[config.mk]
export PLATFORM = sky130hd
export DESIGN_NAME = hazard_controller
export DESIGN_NICKNAME = d
export VERILOG_FILES = /design/src/rtl/hazard_pkg.sv /design/src/rtl/load_use_detector.sv /design/src/rtl/hazard_controller.sv
export SDC_FILE = /design/constraint.sdc
export NUM_CORES = 1
export LEC_CHECK = 0
export ABC_AREA = 0
export CAP_MARGIN = 40
export CORE_MARGIN = 2
export CORE_UTILIZATION = 35
export DETAILED_ROUTE_END_ITERATION = 8
export PLACE_DENSITY_LB_ADDON = 0.1
export SLEW_MARGIN = 20
export SYNTH_ARGS = -nofsm -noshare
export SYNTH_HDL_FRONTEND = slang
export SYNTH_SLANG_ARGS = --single-unit
[constraint.sdc]
create_clock -name clk -period 4.85 [get_ports clk]
set_input_delay 0.485 -clock clk [delete_from_list [all_inputs] [get_ports clk]]
set_output_delay 0.485 -clock clk [all_outputs]
set_load 0.05 [all_outputs]
[src/rtl/hazard_pkg.sv]
// Shared types and widths for the pipeline hazard controller.
// Output bundle order: {pc_write, if_id_write, if_id_flush, control_enable, pipe_hold}.
package hazard_pkg;

  localparam int unsigned RegIdxW = 5;
  localparam int unsigned CntW    = 3;
  localparam int unsigned PerfW   = 16;

  typedef enum logic [1:0] {
    StRun     = 2'd0,
    StLuStall = 2'd1,
    StFlush   = 2'd2,
    StMemWait = 2'd3
  } state_e;

  localparam logic [4:0] OutRun   = 5'b11010;
  localparam logic [4:0] OutStall = 5'b00000;
  localparam logic [4:0] OutFlush = 5'b11100;
  localparam logic [4:0] OutWait  = 5'b00011;

endpackage

[src/rtl/load_use_detector.sv]
// Combinational load-use hazard compare between the load in EX and the instruction in ID.
module load_use_detector
  import hazard_pkg::*;
(
  input  logic               id_ex_mem_read,
  input  logic [RegIdxW-1:0] id_ex_rt,
  input  logic [RegIdxW-1:0] if_id_rs,
  input  logic [RegIdxW-1:0] if_id_rt,
  input  logic               if_id_uses_rt,
  output logic               lu
);

  // $zero never carries a real dependency.
  always_comb begin
    lu = id_ex_mem_read && (id_ex_rt != '0) &&
         ((id_ex_rt == if_id_rs) || (if_id_uses_rt && (id_ex_rt == if_id_rt)));
  end

endmodule

[src/rtl/hazard_controller.sv]
// Five-stage pipeline sequencer: load-use stalls, branch flushes and memory-wait freezes.
// Define HAZARD_PERF_COUNTERS_EN to add saturating stall/flush/wait cycle counters.
module hazard_controller
  import hazard_pkg::*;
#(
  parameter int unsigned LOAD_STALL_CYCLES = 1,
  parameter int unsigned FLUSH_CYCLES      = 1
) (
  input  logic               clk,
  input  logic               reset,
  input  logic               id_ex_mem_read,
  input  logic [RegIdxW-1:0] id_ex_rt,
  input  logic [RegIdxW-1:0] if_id_rs,
  input  logic [RegIdxW-1:0] if_id_rt,
  input  logic               if_id_uses_rt,
  input  logic               branch_taken,
  input  logic               mem_busy,
  output logic               pc_write,
  output logic               if_id_write,
  output logic               if_id_flush,
  output logic               control_enable,
  output logic               pipe_hold,
  output logic [1:0]         state_dbg
`ifdef HAZARD_PERF_COUNTERS_EN
  ,
  output logic [PerfW-1:0]   stall_count,
  output logic [PerfW-1:0]   flush_count,
  output logic [PerfW-1:0]   wait_count
`endif
);

  localparam bit LuMulti = LOAD_STALL_CYCLES > 1;
  localparam bit FlMulti = FLUSH_CYCLES > 1;
  localparam logic [CntW-1:0] LuInit = CntW'(LuMulti ? LOAD_STALL_CYCLES - 2 : 0);
  localparam logic [CntW-1:0] FlInit = CntW'(FlMulti ? FLUSH_CYCLES - 2 : 0);

  state_e          state_q, state_d, ret_state_q, ret_state_d, eff_state;
  logic [CntW-1:0] cnt_q, cnt_d, ret_cnt_q, ret_cnt_d, eff_cnt;
  logic [4:0]      out_d;
  logic            lu;

  load_use_detector u_lu (
    .id_ex_mem_read (id_ex_mem_read),
    .id_ex_rt       (id_ex_rt),
    .if_id_rs       (if_id_rs),
    .if_id_rt       (if_id_rt),
    .if_id_uses_rt  (if_id_uses_rt),
    .lu             (lu)
  );

  always_comb begin
    state_d     = state_q;
    cnt_d       = cnt_q;
    ret_state_d = ret_state_q;
    ret_cnt_d   = ret_cnt_q;
    out_d       = OutRun;
    // The cycle mem_busy drops is evaluated as the interrupted state.
    eff_state   = (state_q == StMemWait) ? ret_state_q : state_q;
    eff_cnt     = (state_q == StMemWait) ? ret_cnt_q : cnt_q;

    if (mem_busy) begin
      out_d = OutWait;
      if (state_q != StMemWait) begin
        ret_state_d = state_q;
        ret_cnt_d   = cnt_q;
        state_d     = StMemWait;
      end
    end else if (branch_taken) begin
      // Abandons a load-use stall and restarts a flush in progress.
      out_d   = OutFlush;
      state_d = FlMulti ? StFlush : StRun;
      cnt_d   = FlInit;
    end else begin
      unique case (eff_state)
        StRun: begin
          state_d = StRun;
          cnt_d   = '0;
          if (lu) begin
            out_d   = OutStall;
            state_d = LuMulti ? StLuStall : StRun;
            cnt_d   = LuInit;
          end
        end
        StLuStall: begin
          out_d   = OutStall;
          state_d = (eff_cnt == '0) ? StRun : StLuStall;
          cnt_d   = (eff_cnt == '0) ? '0 : eff_cnt - CntW'(1);
        end
        StFlush: begin
          out_d   = OutFlush;
          state_d = (eff_cnt == '0) ? StRun : StFlush;
          cnt_d   = (eff_cnt == '0) ? '0 : eff_cnt - CntW'(1);
        end
        default: begin
          state_d = StRun;
          cnt_d   = '0;
        end
      endcase
    end
  end

  always_ff @(posedge clk or posedge reset) begin
    if (reset) begin
      state_q     <= StRun;
      cnt_q       <= '0;
      ret_state_q <= StRun;
      ret_cnt_q   <= '0;
    end else begin
      state_q     <= state_d;
      cnt_q       <= cnt_d;
      ret_state_q <= ret_state_d;
      ret_cnt_q   <= ret_cnt_d;
    end
  end

  always_comb begin
    {pc_write, if_id_write, if_id_flush, control_enable, pipe_hold} = reset ? 5'b00000 : out_d;
    state_dbg = reset ? 2'b00 : state_q;
  end

`ifdef HAZARD_PERF_COUNTERS_EN
  logic [PerfW-1:0] stall_q, stall_d, flush_q, flush_d, wait_q, wait_d;

  always_comb begin
    stall_d = stall_q;
    flush_d = flush_q;
    wait_d  = wait_q;
    if (!mem_busy && (out_d == OutStall) && (stall_q != '1)) stall_d = stall_q + PerfW'(1);
    if (!mem_busy && (out_d == OutFlush) && (flush_q != '1)) flush_d = flush_q + PerfW'(1);
    if (mem_busy && (wait_q != '1)) wait_d = wait_q + PerfW'(1);
  end

  always_ff @(posedge clk or posedge reset) begin
    if (reset) begin
      stall_q <= '0;
      flush_q <= '0;
      wait_q  <= '0;
    end else begin
      stall_q <= stall_d;
      flush_q <= flush_d;
      wait_q  <= wait_d;
    end
  end

  assign stall_count = stall_q;
  assign flush_count = flush_q;
  assign wait_count  = wait_q;
`endif

endmodule
==> flow_summary.ini <==
[cells_and_area]
fin_cells = 145
area_growth_pct = 40.5
layout_commonest_cell = clkdlybuf4s50_1
diodes = 0
layout-drive-gt1-share = 0.103
utilization = 0.506
layout_common_cells = clkdlybuf4s50_1, nor2_1, dfrtp_1
fin_area_um2 = 1100
nNetsFinal = 146
fill_cells = 218

[detailed_routing]
vias = 678
viasPerCell = 4.68
drc = 0
ant_nets = 0
dr.first_iter.drc_count = 13
drt-total-wl_um = 1610
drt-wirelength-per-cell_um = 11.1
dr.pass1.iters = 4

[clocking]
cts_max_level = 1
insertion_delay_ns = 0.25
clk_transition_reported_paths_ns = 0.06
cts_buffers = 3
cts_tree = yes
ctsHoldBuffers = 0
post-cts-setup-buffer-count = 0
clock_path_buffers = 2
cts.sinks = 10
cts_resized = 0
cts-root-buf = clkbuf_4

[die]
die_x_um = 51.3
core_um2 = 2170
initial_core_util = 0.360
rows = 17
die_h_um = 51.3
fp.dieArea_um2 = 2630
io_pins = 28

[status]
outcome = completed

[logic_synthesis]
synth.top_cells.by_area = dfrtp_1, xor2_1, ha_1
synth_area_per_cell_um2 = 8.79
synth_edf_count = 0
syn_inst = 89
synth.top_cell.area_share = 0.320
synth-seq-cells = 10
synth_warnings = 0
synth_cell_types = 27
syn_nets = 116
synth_top_area_cell = dfrtp_1
ys_seq_area_frac = 0.320
synth_flop_cell = dfrtp_1
async_flop_share = 1.00
syn-cell-area_um2 = 782

[placed_design]
place_congestion = 0.754
port-buffer-count = 27
place_area_um2 = 1080
numPlacedInstances = 142
pre_cts_ws_ns = 1.54
dp_hpwl_um = 1340

[timing]
timing.hold.ws_ns = 0.509
fin_crit_ns = 3.30
fin_skew_ns = 0.000760
fmax_mhz = 303
hold_viol = 0
setup_viol = 0
setup_slack_ns = 1.55
fin_crit_sh = 0.680
drv_slew = 0
tightest_slew_ns = 0.508
rsz0062_at_grt = no
fin_tns_setup_ns = 0
slew_headroom = 0.661

[worst_setup_path]
crit_required_ns = 4.37
path_class = input pin to primary output
reg2reg_depth = 6
cp-start-kind = input pin
crit_path_end_kind = primary output
cp.buffers_inverters = 2
rrSetupSlack_ns = 3.13
arrival_ns = 2.81
critPathMaxFanout = 3
crit_path_cell_trace = clkdlybuf4s50_1 > or4_4 > o21ai_2 > o21ai_1 > a211oi_2 > clkdlybuf4s50_1
crit_top_cell = clkdlybuf4s50_1
cp_slowest_cell = clkdlybuf4s50_1
cp_top_family = buffers and inverters
timing.rr.end = cnt_q[1]$_DFFE_PP0N_
r2r-start = state_q[1]$_DFFE_PP0P_
crit_path_max_incr_delay_ns = 0.84

[grt]
track_usage = 0.144
grt_max_degree = 15
gr-total-overflow = 0
grt_pass1_vias = 696
grt_pass1_wl_um = 2880
antenna_found_initial = 0

[hold_path]
hp-class = flop to flop
worstHoldStart = ret_state_q[0]$_DFFE_PP0P_
min_to = ret_state_q[0]$_DFFE_PP0P_
worstHoldPathCells = 2

[power]
power_density_nw_per_um2 = 209
p_leak_nw = 0.498
total_power_uw = 230
vdd_drop_max_uv = 136

[job]
drv_cap = 0
==> worst min-delay path, cell delays in order (launching register included) <==
cell	delay (ns)
dfrtp_1	0.35
nor2_1	0.05
nor2_1	0.07
==> cell usage after synthesis, types with 3 or more instances <==
cell and number:
nor2b_1 3, inv_1 7, mux2_2 3, xor2_1 9, nor3_1 5, nor2_1 14, dfrtp_1 10, nand2_1 8
ha_1 6
==> how the worst max path moves through the flow <==
stage	startpoint	endpoint	slack [ns]	depth (start not counted)
2_1_floorplan	id_ex_rt[1]	control_enable	2.07	4
3_3_place_gp	id_ex_rt[1]	if_id_write	1.60	6
3_5_place_dp	id_ex_rt[1]	if_id_write	1.54	6
4_1_cts	id_ex_rt[1]	if_id_write	1.54	6
5_1_grt	id_ex_rt[1]	pc_write	1.44	6
6_report	id_ex_rt[1]	if_id_write	1.55	6
==> state kept, by name (all words and copies together), names as in the netlist <==
signal       flops
ret_cnt_q        3
state_q          2
ret_state_q      2
cnt_q            3
==> kinds of logic (layout without fill, tap and decap cells) <==
logic type      Yosys count  in the layout  synth area share
compound gates           15             15             0.152
xor+xnor                 10             10             0.112
fa+ha+maj                 6              6            0.0960
buf+inv                   9             37            0.0480
flops                    10             10             0.320
mux                       5              5            0.0688
simple gates             34             34             0.203
==> metal layers <==
layer  share of wire  up-vias  wire, um  GRT usage
met3           0.043        0        69     0.0526
met2            0.52       10       834      0.264
met1            0.44      309       710      0.160
li1                -      359         -          -
met4               0        0         0     0.0263
met5               0        -         0          0
==> final cells by class <==
type / count / area (um^2) / area share
multi-input cells: 70 / 494 / 0.450
repair buffers: 27 / 270 / 0.246
flip-flops and latches: 10 / 250 / 0.228
well taps: 28 / 35.0 / 0.0319
inverters: 7 / 26.3 / 0.0239
clock buffers: 3 / 22.5 / 0.0205
==> power breakdown <==
group	internal (mW)	switching (mW)
registers	0.0887	0.00473
clock network	0.0284	0.0242
logic	0.0398	0.0442
No activity file was read; power rests on OpenSTA's default activity.
